[src/rtl/up_down_counter_if.sv]
// Control/status bundle for up_down_counter.
// Optional sticky overflow signals are present only when
// UP_DOWN_COUNTER_OVF_STICKY_EN is defined.
interface up_down_counter_if #(
    parameter int WIDTH = 4
);
    logic [WIDTH-1:0] val;
    logic             load;
    logic             en;
    logic             dir;
    logic             oneshot;
    logic [WIDTH-1:0] count;
    logic             R;
    logic             busy;
`ifdef UP_DOWN_COUNTER_OVF_STICKY_EN
    logic             ovf_clr;
    logic             ovf;
`endif

`ifdef UP_DOWN_COUNTER_OVF_STICKY_EN
    modport master (
        output val, load, en, dir, oneshot, ovf_clr,
        input  count, R, busy, ovf
    );
    modport slave (
        input  val, load, en, dir, oneshot, ovf_clr,
        output count, R, busy, ovf
    );
`else
    modport master (
        output val, load, en, dir, oneshot,
        input  count, R, busy
    );
    modport slave (
        input  val, load, en, dir, oneshot,
        output count, R, busy
    );
`endif
endinterface

[src/rtl/up_down_counter.sv]
// Loadable up/down counter with wrap or one-shot mode and a registered
// terminal pulse. Defining UP_DOWN_COUNTER_OVF_STICKY_EN adds a sticky
// overflow flag (ovf) with its clear input (ovf_clr).
module up_down_counter #(
    parameter int WIDTH = 4,
    parameter int MAX   = 2**WIDTH-1
) (
    input  logic              clk,
    input  logic              rst,
    up_down_counter_if.slave  bus
);
    localparam logic [WIDTH-1:0] MAX_V  = WIDTH'(MAX);
    localparam logic [WIDTH-1:0] ZERO_V = '0;

    // Load values above the limit are clamped so count never exceeds MAX.
    function automatic logic [WIDTH-1:0] clamp_val(input logic [WIDTH-1:0] v);
        return (v > MAX_V) ? MAX_V : v;
    endfunction

    logic [WIDTH-1:0] count_q, count_nxt;
    logic             r_q, r_nxt;
    logic             busy_q, busy_nxt;
    logic             step;
    logic             term;

    // A step is a counting edge; a terminal step is one taken at the edge of the range.
    always_comb begin
        step = bus.en && (busy_q || !bus.oneshot);
        term = !bus.load && step &&
               (bus.dir ? (count_q == MAX_V) : (count_q == ZERO_V));
    end

    // Next-state selection: load beats step; idle edges hold count and drop R.
    always_comb begin
        count_nxt = count_q;
        busy_nxt  = busy_q;
        r_nxt     = 1'b0;
        if (bus.load) begin
            count_nxt = clamp_val(bus.val);
            busy_nxt  = 1'b1;
        end else if (term) begin
            r_nxt = 1'b1;
            if (bus.oneshot)
                busy_nxt = 1'b0;
            else
                count_nxt = bus.dir ? ZERO_V : MAX_V;
        end else if (step) begin
            count_nxt = bus.dir ? count_q + 1'b1 : count_q - 1'b1;
        end
    end

    // State registers with synchronous reset overriding load and enable.
    always_ff @(posedge clk) begin
        if (rst) begin
            count_q <= '0;
            r_q     <= 1'b0;
            busy_q  <= 1'b0;
        end else begin
            count_q <= count_nxt;
            r_q     <= r_nxt;
            busy_q  <= busy_nxt;
        end
    end

    assign bus.count = count_q;
    assign bus.R     = r_q;
    assign bus.busy  = busy_q;

`ifdef UP_DOWN_COUNTER_OVF_STICKY_EN
    logic ovf_q;

    // Sticky overflow: a terminal step wins over a coincident clear.
    always_ff @(posedge clk) begin
        if (rst)
            ovf_q <= 1'b0;
        else if (term)
            ovf_q <= 1'b1;
        else if (bus.ovf_clr)
            ovf_q <= 1'b0;
    end

    assign bus.ovf = ovf_q;
`endif
endmodule
[src/flat_wrapper.sv]
// flat-port wrapper written by rule: the top's interface ports become plain ports
module up_down_counter_flat 
#(
    parameter int WIDTH = 4,
    parameter int MAX   = 2**WIDTH-1
)
  (clk, rst, bus_val, bus_load, bus_en, bus_dir, bus_oneshot, bus_count, bus_R, bus_busy);
  up_down_counter_if #(.WIDTH(WIDTH)) bus_i ();
  input  logic clk;
  input  logic rst;
  input wire logic [$bits(bus_i.val)-1:0] bus_val;
  input wire logic [$bits(bus_i.load)-1:0] bus_load;
  input wire logic [$bits(bus_i.en)-1:0] bus_en;
  input wire logic [$bits(bus_i.dir)-1:0] bus_dir;
  input wire logic [$bits(bus_i.oneshot)-1:0] bus_oneshot;
  output wire logic [$bits(bus_i.count)-1:0] bus_count;
  output wire logic [$bits(bus_i.R)-1:0] bus_R;
  output wire logic [$bits(bus_i.busy)-1:0] bus_busy;
  assign bus_i.val = bus_val;
  assign bus_i.load = bus_load;
  assign bus_i.en = bus_en;
  assign bus_i.dir = bus_dir;
  assign bus_i.oneshot = bus_oneshot;
  assign bus_count = bus_i.count;
  assign bus_R = bus_i.R;
  assign bus_busy = bus_i.busy;
  up_down_counter #(.WIDTH(WIDTH), .MAX(MAX)) u_core (.clk(clk), .rst(rst), .bus(bus_i));
endmodule
[config.mk]
export PLATFORM = sky130hd
export DESIGN_NAME = up_down_counter_flat
export DESIGN_NICKNAME = d
export VERILOG_FILES = /design/src/rtl/up_down_counter_if.sv /design/src/rtl/up_down_counter.sv /design/src/flat_wrapper.sv
export SDC_FILE = /design/constraint.sdc
export NUM_CORES = 1
export LEC_CHECK = 0
export ABC_AREA = 1
export ABC_CLOCK_PERIOD_IN_PS = 1670
export BUFFER_PORTS_ARGS = -buffer_cell sky130_fd_sc_hd__buf_4
export CAP_MARGIN = 40
export CORE_UTILIZATION = 30
export CTS_BUF_LIST = sky130_fd_sc_hd__clkbuf_8
export CTS_CLUSTER_DIAMETER = 30
export DETAILED_ROUTE_END_ITERATION = 6
export PLACE_DENSITY = 0.6
export SLEW_MARGIN = 20
export SYNTH_ARGS = -nofsm -noshare
export SYNTH_HDL_FRONTEND = slang
export SYNTH_SLANG_ARGS = --single-unit
[constraint.sdc]
create_clock -name clk -period 1.67 [get_ports clk]
set_input_delay 0.2505 -clock clk [delete_from_list [all_inputs] [get_ports clk]]
set_output_delay 0.2505 -clock clk [all_outputs]
set_load 0.01 [all_outputs]
==> results.toml, run 1 <==
[setup_path]
reg2reg_depth = 7
r2r_setup_slack_ps = 240
worstSetupPathType = "reg2reg"
critPathCaptureType = "flip-flop"
worstSetupStartpointType = "flip-flop"
critical_path_arrival_ps = 1540
worstPathMaxFanout = 7
critical_path_required_ps = 1780

[final_layout]
area_delta_synth_final_pct = 37.1
final_area_sq_um = 638
multi_input_area_sq_um = 312
regArea_sq_um = 120
insertedDiodeCount = 0
final_nets = 104
nFillCells = 153
drive_above_1_share = 0.303

[pwr]
powerDensity_nw_per_um2 = 867
power.total_mw = 0.553
leakagePower_nw = 0.335
ir_drop_mv = 0.513

[clock_tree]
cts_tree = "done"
post_cts.repair.setup_buffers = 0
insertion_delay_ps = 230
cts_root_buf = "clkbuf_8"
ctsResizeCount = 0
clk_pin_slew_ps = 40
numCtsBuffers = 3
clkSinkCount = 6
ctsHoldBuffers = 0
clockBufferDepth = 2
htreeDepth = 1

[drt]
drt_iter0_drc = 24
via_count = 500
dr.pass1.iters = 4
postRouteAntennaNets = 0
via_per_inst = 4.81
wl_per_cell_um = 10.3
totalWireLength_um = 1070
drc = 0

[synthesis]
netlist_area_sq_um = 465
synth-async-reset-ratio = 0
synth_cells = 71
synth_edf_count = 0
synth_top_cells_by_count = "nand2_1, inv_1, nor2_1"
yosys_warnings = 0
synth_ff_type = "dfxtp_1"
ys_types = 18
synth.largest_area_cell = "dfxtp_1"
seq_area_frac_synth = 0.258
synth-seq-cells = 6
synth.most_common_cell = "nand2_1"
synthTopCellsByArea = "dfxtp_1, nand2_1, a21oi_1"
synth_top_area_frac = 0.258
syn-num-nets = 84
syn_area_per_cell_sq_um = 6.56

[hold_path]
whs_path_depth = 2
hp-class = "in2reg"

[global_routing]
grt_max_degree = 8
gr-total-overflow = 0
grt_pass1_wl_um = 1830
grt_antenna_before_repair = 0
grt_usage = 0.169
grt_pass1_vias = 452

[sta]
min_period_ps = 1430
setup-violations-final = 0
fin_skew_ps = 4.49
slew_headroom = 0.829
fmax_mhz = 699
setup_tns_ps = 0
fin_crit_sh = 0.857
slew_violations = 0
fin_ws_ps = 239
grt_setup_unrepaired = "false"
finalHoldViolations = 0
tightest_slew_ps = 256

[placed_design]
dp_hpwl_um = 843
pre_cts_ws_ps = 118
placed_cell_area_sq_um = 597
gp_congestion = 0.759
port_buffers = 15

[floorplan]
die_h_um = 41.4
row_count = 13
start_util = 0.341
die_w_um = 41.4
ioPinCount = 16
fp.coreArea_sq_um = 1370
die-area_sq_um = 1710

[job]
cap_violations = 0

[run_status]
status = "finished clean"
==> kinds of logic after synthesis <==
kind of cell               count (synthesis)  synth area share
and+or+nand+nor                           40             0.393
AOI/OAI and AO/OA                         12             0.161
buffers and inverters                      9            0.0726
DFF                                        6             0.258
adders and majority gates                  3            0.0968
xor gates and xnor gates                   1            0.0188
==> layout by cell type (no fill, tap or decap), drive strengths merged <==
cell type,instances
nand2,23
buf,15
inv,9
nor2,8
a21oi,6
dfxtp,6
o21ai,6
nand3,5
or2,3
clkbuf,3
ha,2
nor3,1
xor2,1
fa,1
==> critical path: stages, from the launching register on <==
cell and delay [ps]:
dfxtp_1 450, nand2_1 100, o21ai_2 190, nand3_4 140
nor2_1 140, nor2_2 70, o21ai_0 160, nor2_1 60
==> worst paths after layout <==
check / start / end
worst max-delay path: u_core.bus.count[0] / u_core.bus.count[2]
worst min-delay path: rst / u_core.bus.busy
worst max register to register: u_core.bus.count[0] / u_core.bus.count[2]
worst min register to register: u_core.bus.busy / u_core.bus.busy
==> state kept, by name, summed over array words and instances (netlist names) <==
| register | count |
|---|---|
| u_core.bus.busy | 1 |
| u_core.bus.count | 4 |
| u_core.bus.R | 1 |
==> cell type report <==
class / instances / share of cell area
clock buffer: 3 / 0.0647
inverter: 9 / 0.0529
multi-input combinational: 56 / 0.488
sequential: 6 / 0.188
tap: 15 / 0.0294
timing repair buffer: 15 / 0.176
==> per-stage QoR <==
step | cells | hold WS [ps] | util
finish | 104 | 224 | 0.467
global placement | 101 | 453 | 0.437
CTS | 104 | 216 | 0.467
floorplan | 71 | 320 | -
detailed placement | 101 | 454 | 0.437
global route | 104 | 218 | 0.467
==> per-layer routing <==
layer | share of wire | vias to the layer above | wire, um | track usage
met5 | 0 | - | 0 | 0
met4 | 0 | 0 | 0 | 0
met3 | 0.069 | 0 | 74 | 0.101
met2 | 0.48 | 14 | 518 | 0.270
met1 | 0.45 | 225 | 478 | 0.206
li1 | - | 261 | - | -
==> power by group <==
group	internal (mW)	switching, mW	total [mW]
registers	0.157	0.0188	0.176
logic	0.0726	0.0812	0.154
clock network	0.155	0.0684	0.224
Note: power is estimated with default switching activity, not from simulation.
==> inputs of run 2 (changes only) <==
--- a/config.mk
+++ b/config.mk
@@ -9,11 +9,14 @@
 export ABC_CLOCK_PERIOD_IN_PS = 1670
 export BUFFER_PORTS_ARGS = -buffer_cell sky130_fd_sc_hd__buf_4
 export CAP_MARGIN = 40
+export CELL_PAD_IN_SITES_DETAIL_PLACEMENT = 1
+export CELL_PAD_IN_SITES_GLOBAL_PLACEMENT = 1
 export CORE_UTILIZATION = 30
 export CTS_BUF_LIST = sky130_fd_sc_hd__clkbuf_8
 export CTS_CLUSTER_DIAMETER = 30
 export DETAILED_ROUTE_END_ITERATION = 6
-export PLACE_DENSITY = 0.6
+export PLACE_DENSITY = 0.8
+export RECOVER_POWER = 25
 export SLEW_MARGIN = 20
 export SYNTH_ARGS = -nofsm -noshare
 export SYNTH_HDL_FRONTEND = slang
==> run 2 against run 1 <==
Compared with the run above:
- clock skew down 1.0 ps
- combinational power down 3%
- die area unchanged
==> results.toml, run 2 (synthesis results as in run 1) <==
[setup_path]
cp_slowest_cell = "dfxtp_1"
worstSetupStartpointType = "flip-flop"
timing.rr.start = "u_core.bus.count[0]"
slowest_delay_ps = 470
critPathBufInv = 0
crit_chain = "nand2_1, o21ai_2, nand3_4, nor2_1, nor2_2, o21ai_0, nor2_1"
critical_path_arrival_ps = 1550
critPathCaptureType = "flip-flop"
worstSetupPathType = "reg2reg"
critical_path_required_ps = 1790
cpMostUsedCell = "nor2_1"
crit_family = "simple AND/OR/NAND/NOR gates"
worstPathMaxFanout = 7
critPathLaunch = "u_core.bus.count[0]"

[pwr]
power.total_mw = 0.553
leakagePower_nw = 0.323
ir_drop_mv = 0.644
powerDensity_nw_per_um2 = 882

[drt]
dr.pass1.iters = 2
postRouteAntennaNets = 0
drc = 0
totalWireLength_um = 1170
via_per_inst = 4.91
wl_per_cell_um = 11.3
drt_iter0_drc = 3
via_count = 511

[floorplan]
row_count = 13
fp.coreArea_sq_um = 1370
ioPinCount = 16
die_h_um = 41.4
die-area_sq_um = 1710
die_w_um = 41.4
start_util = 0.341

[clock_tree]
cts_root_buf = "clkbuf_8"
ctsHoldBuffers = 0
htreeDepth = 1
clockBufferDepth = 2
insertion_delay_ps = 230
clk_pin_slew_ps = 40
ctsResizeCount = 0
clkSinkCount = 6
numCtsBuffers = 3
cts_tree = "done"
post_cts.repair.setup_buffers = 0

[final_layout]
largest_reg_flops = 4
insertedDiodeCount = 0
final_core_util = 0.459
multi_input_area_sq_um = 312
drive_above_1_share = 0.270
area_delta_synth_final_pct = 34.7
layout.cells.most_common_list = "nand2_1, buf_4, inv_1, nor2_1"
nFillCells = 205
regArea_sq_um = 120
fin_cells = 104
final_nets = 104
final_common_cell = "nand2_1"

[sta]
fin_crit_sh = 0.857
tightest_slew_ps = 279
min_period_ps = 1430
finalHoldViolations = 0
fin_skew_ps = 3.46
fmax_mhz = 698
setup_tns_ps = 0
slew_violations = 0
slew_headroom = 0.814
hold_slack_ps = 223
grt_setup_unrepaired = "false"
setup-violations-final = 0

[global_routing]
grt_max_degree = 8
grt_antenna_before_repair = 0
gr-total-overflow = 0
grt_usage = 0.188
grt_pass1_wl_um = 1990
grt_pass1_vias = 486

[placed_design]
dp.cells = 101
gp_congestion = 0.720
dp_hpwl_um = 955
port_buffers = 15

[hold_path]
hp-class = "in2reg"
min_from = "rst"

[job]
cap_violations = 0

[run_status]
status = "finished clean"
[run 2: cell count changes in the layout (fill, tap and decap cells not counted)]
cell,change
clkbuf_1,+3
buf_4,-3
[run 2: report_power, final]
| group | total [mW] | switching (mW) | leakage, nW | internal, mW |
|---|---|---|---|---|
| Clock | 0.228 | 0.0720 | 0.0216 | 0.156 |
| Sequential | 0.176 | 0.0192 | 0.0498 | 0.157 |
| Combinational | 0.149 | 0.0806 | 0.251 | 0.0684 |
| Total | 0.553 | 0.172 | 0.323 | 0.381 |
[run 2: per-stage QoR]
stage          setup WS (ps)  instance area (sq um)
2_1_floorplan            333                    465
3_3_place_gp             127                    597
3_5_place_dp            62.5                    597
4_1_cts                  219                    638
5_1_grt                 58.2                    627
6_report                 238                    627
[run 2: worst register-to-register path: cells and delay by family, from the launching register on]
kind / cells / cell delay, ps
flip-flops: 1 / 470
AO/OA/AOI/OAI: 2 / 340
AND/OR/NAND/NOR: 5 / 520
[run 2: area by class of cell]
| class | count | share of cell area |
|---|---|---|
| multi-input cells | 56 | 0.497 |
| flip-flops and latches | 6 | 0.192 |
| repair buffers | 15 | 0.162 |
| clock buffers | 3 | 0.0659 |
| inverters | 9 | 0.0539 |
| well taps | 15 | 0.0299 |
[run 2: final timing paths]
path / end / slack (ps) / depth (start not counted)
max: u_core.bus.count[1] / 240 / 7
min: u_core.bus.busy / 220 / 2
max reg2reg: u_core.bus.count[1] / 240 / 7
min reg2reg: u_core.bus.busy / 480 / 2
[run 2: layer usage]
layer / part of all wire / global-route usage
met5: 0 / 0
met4: 0.015 / 0.0726
met3: 0.059 / 0.0957
met2: 0.50 / 0.324
met1: 0.43 / 0.192
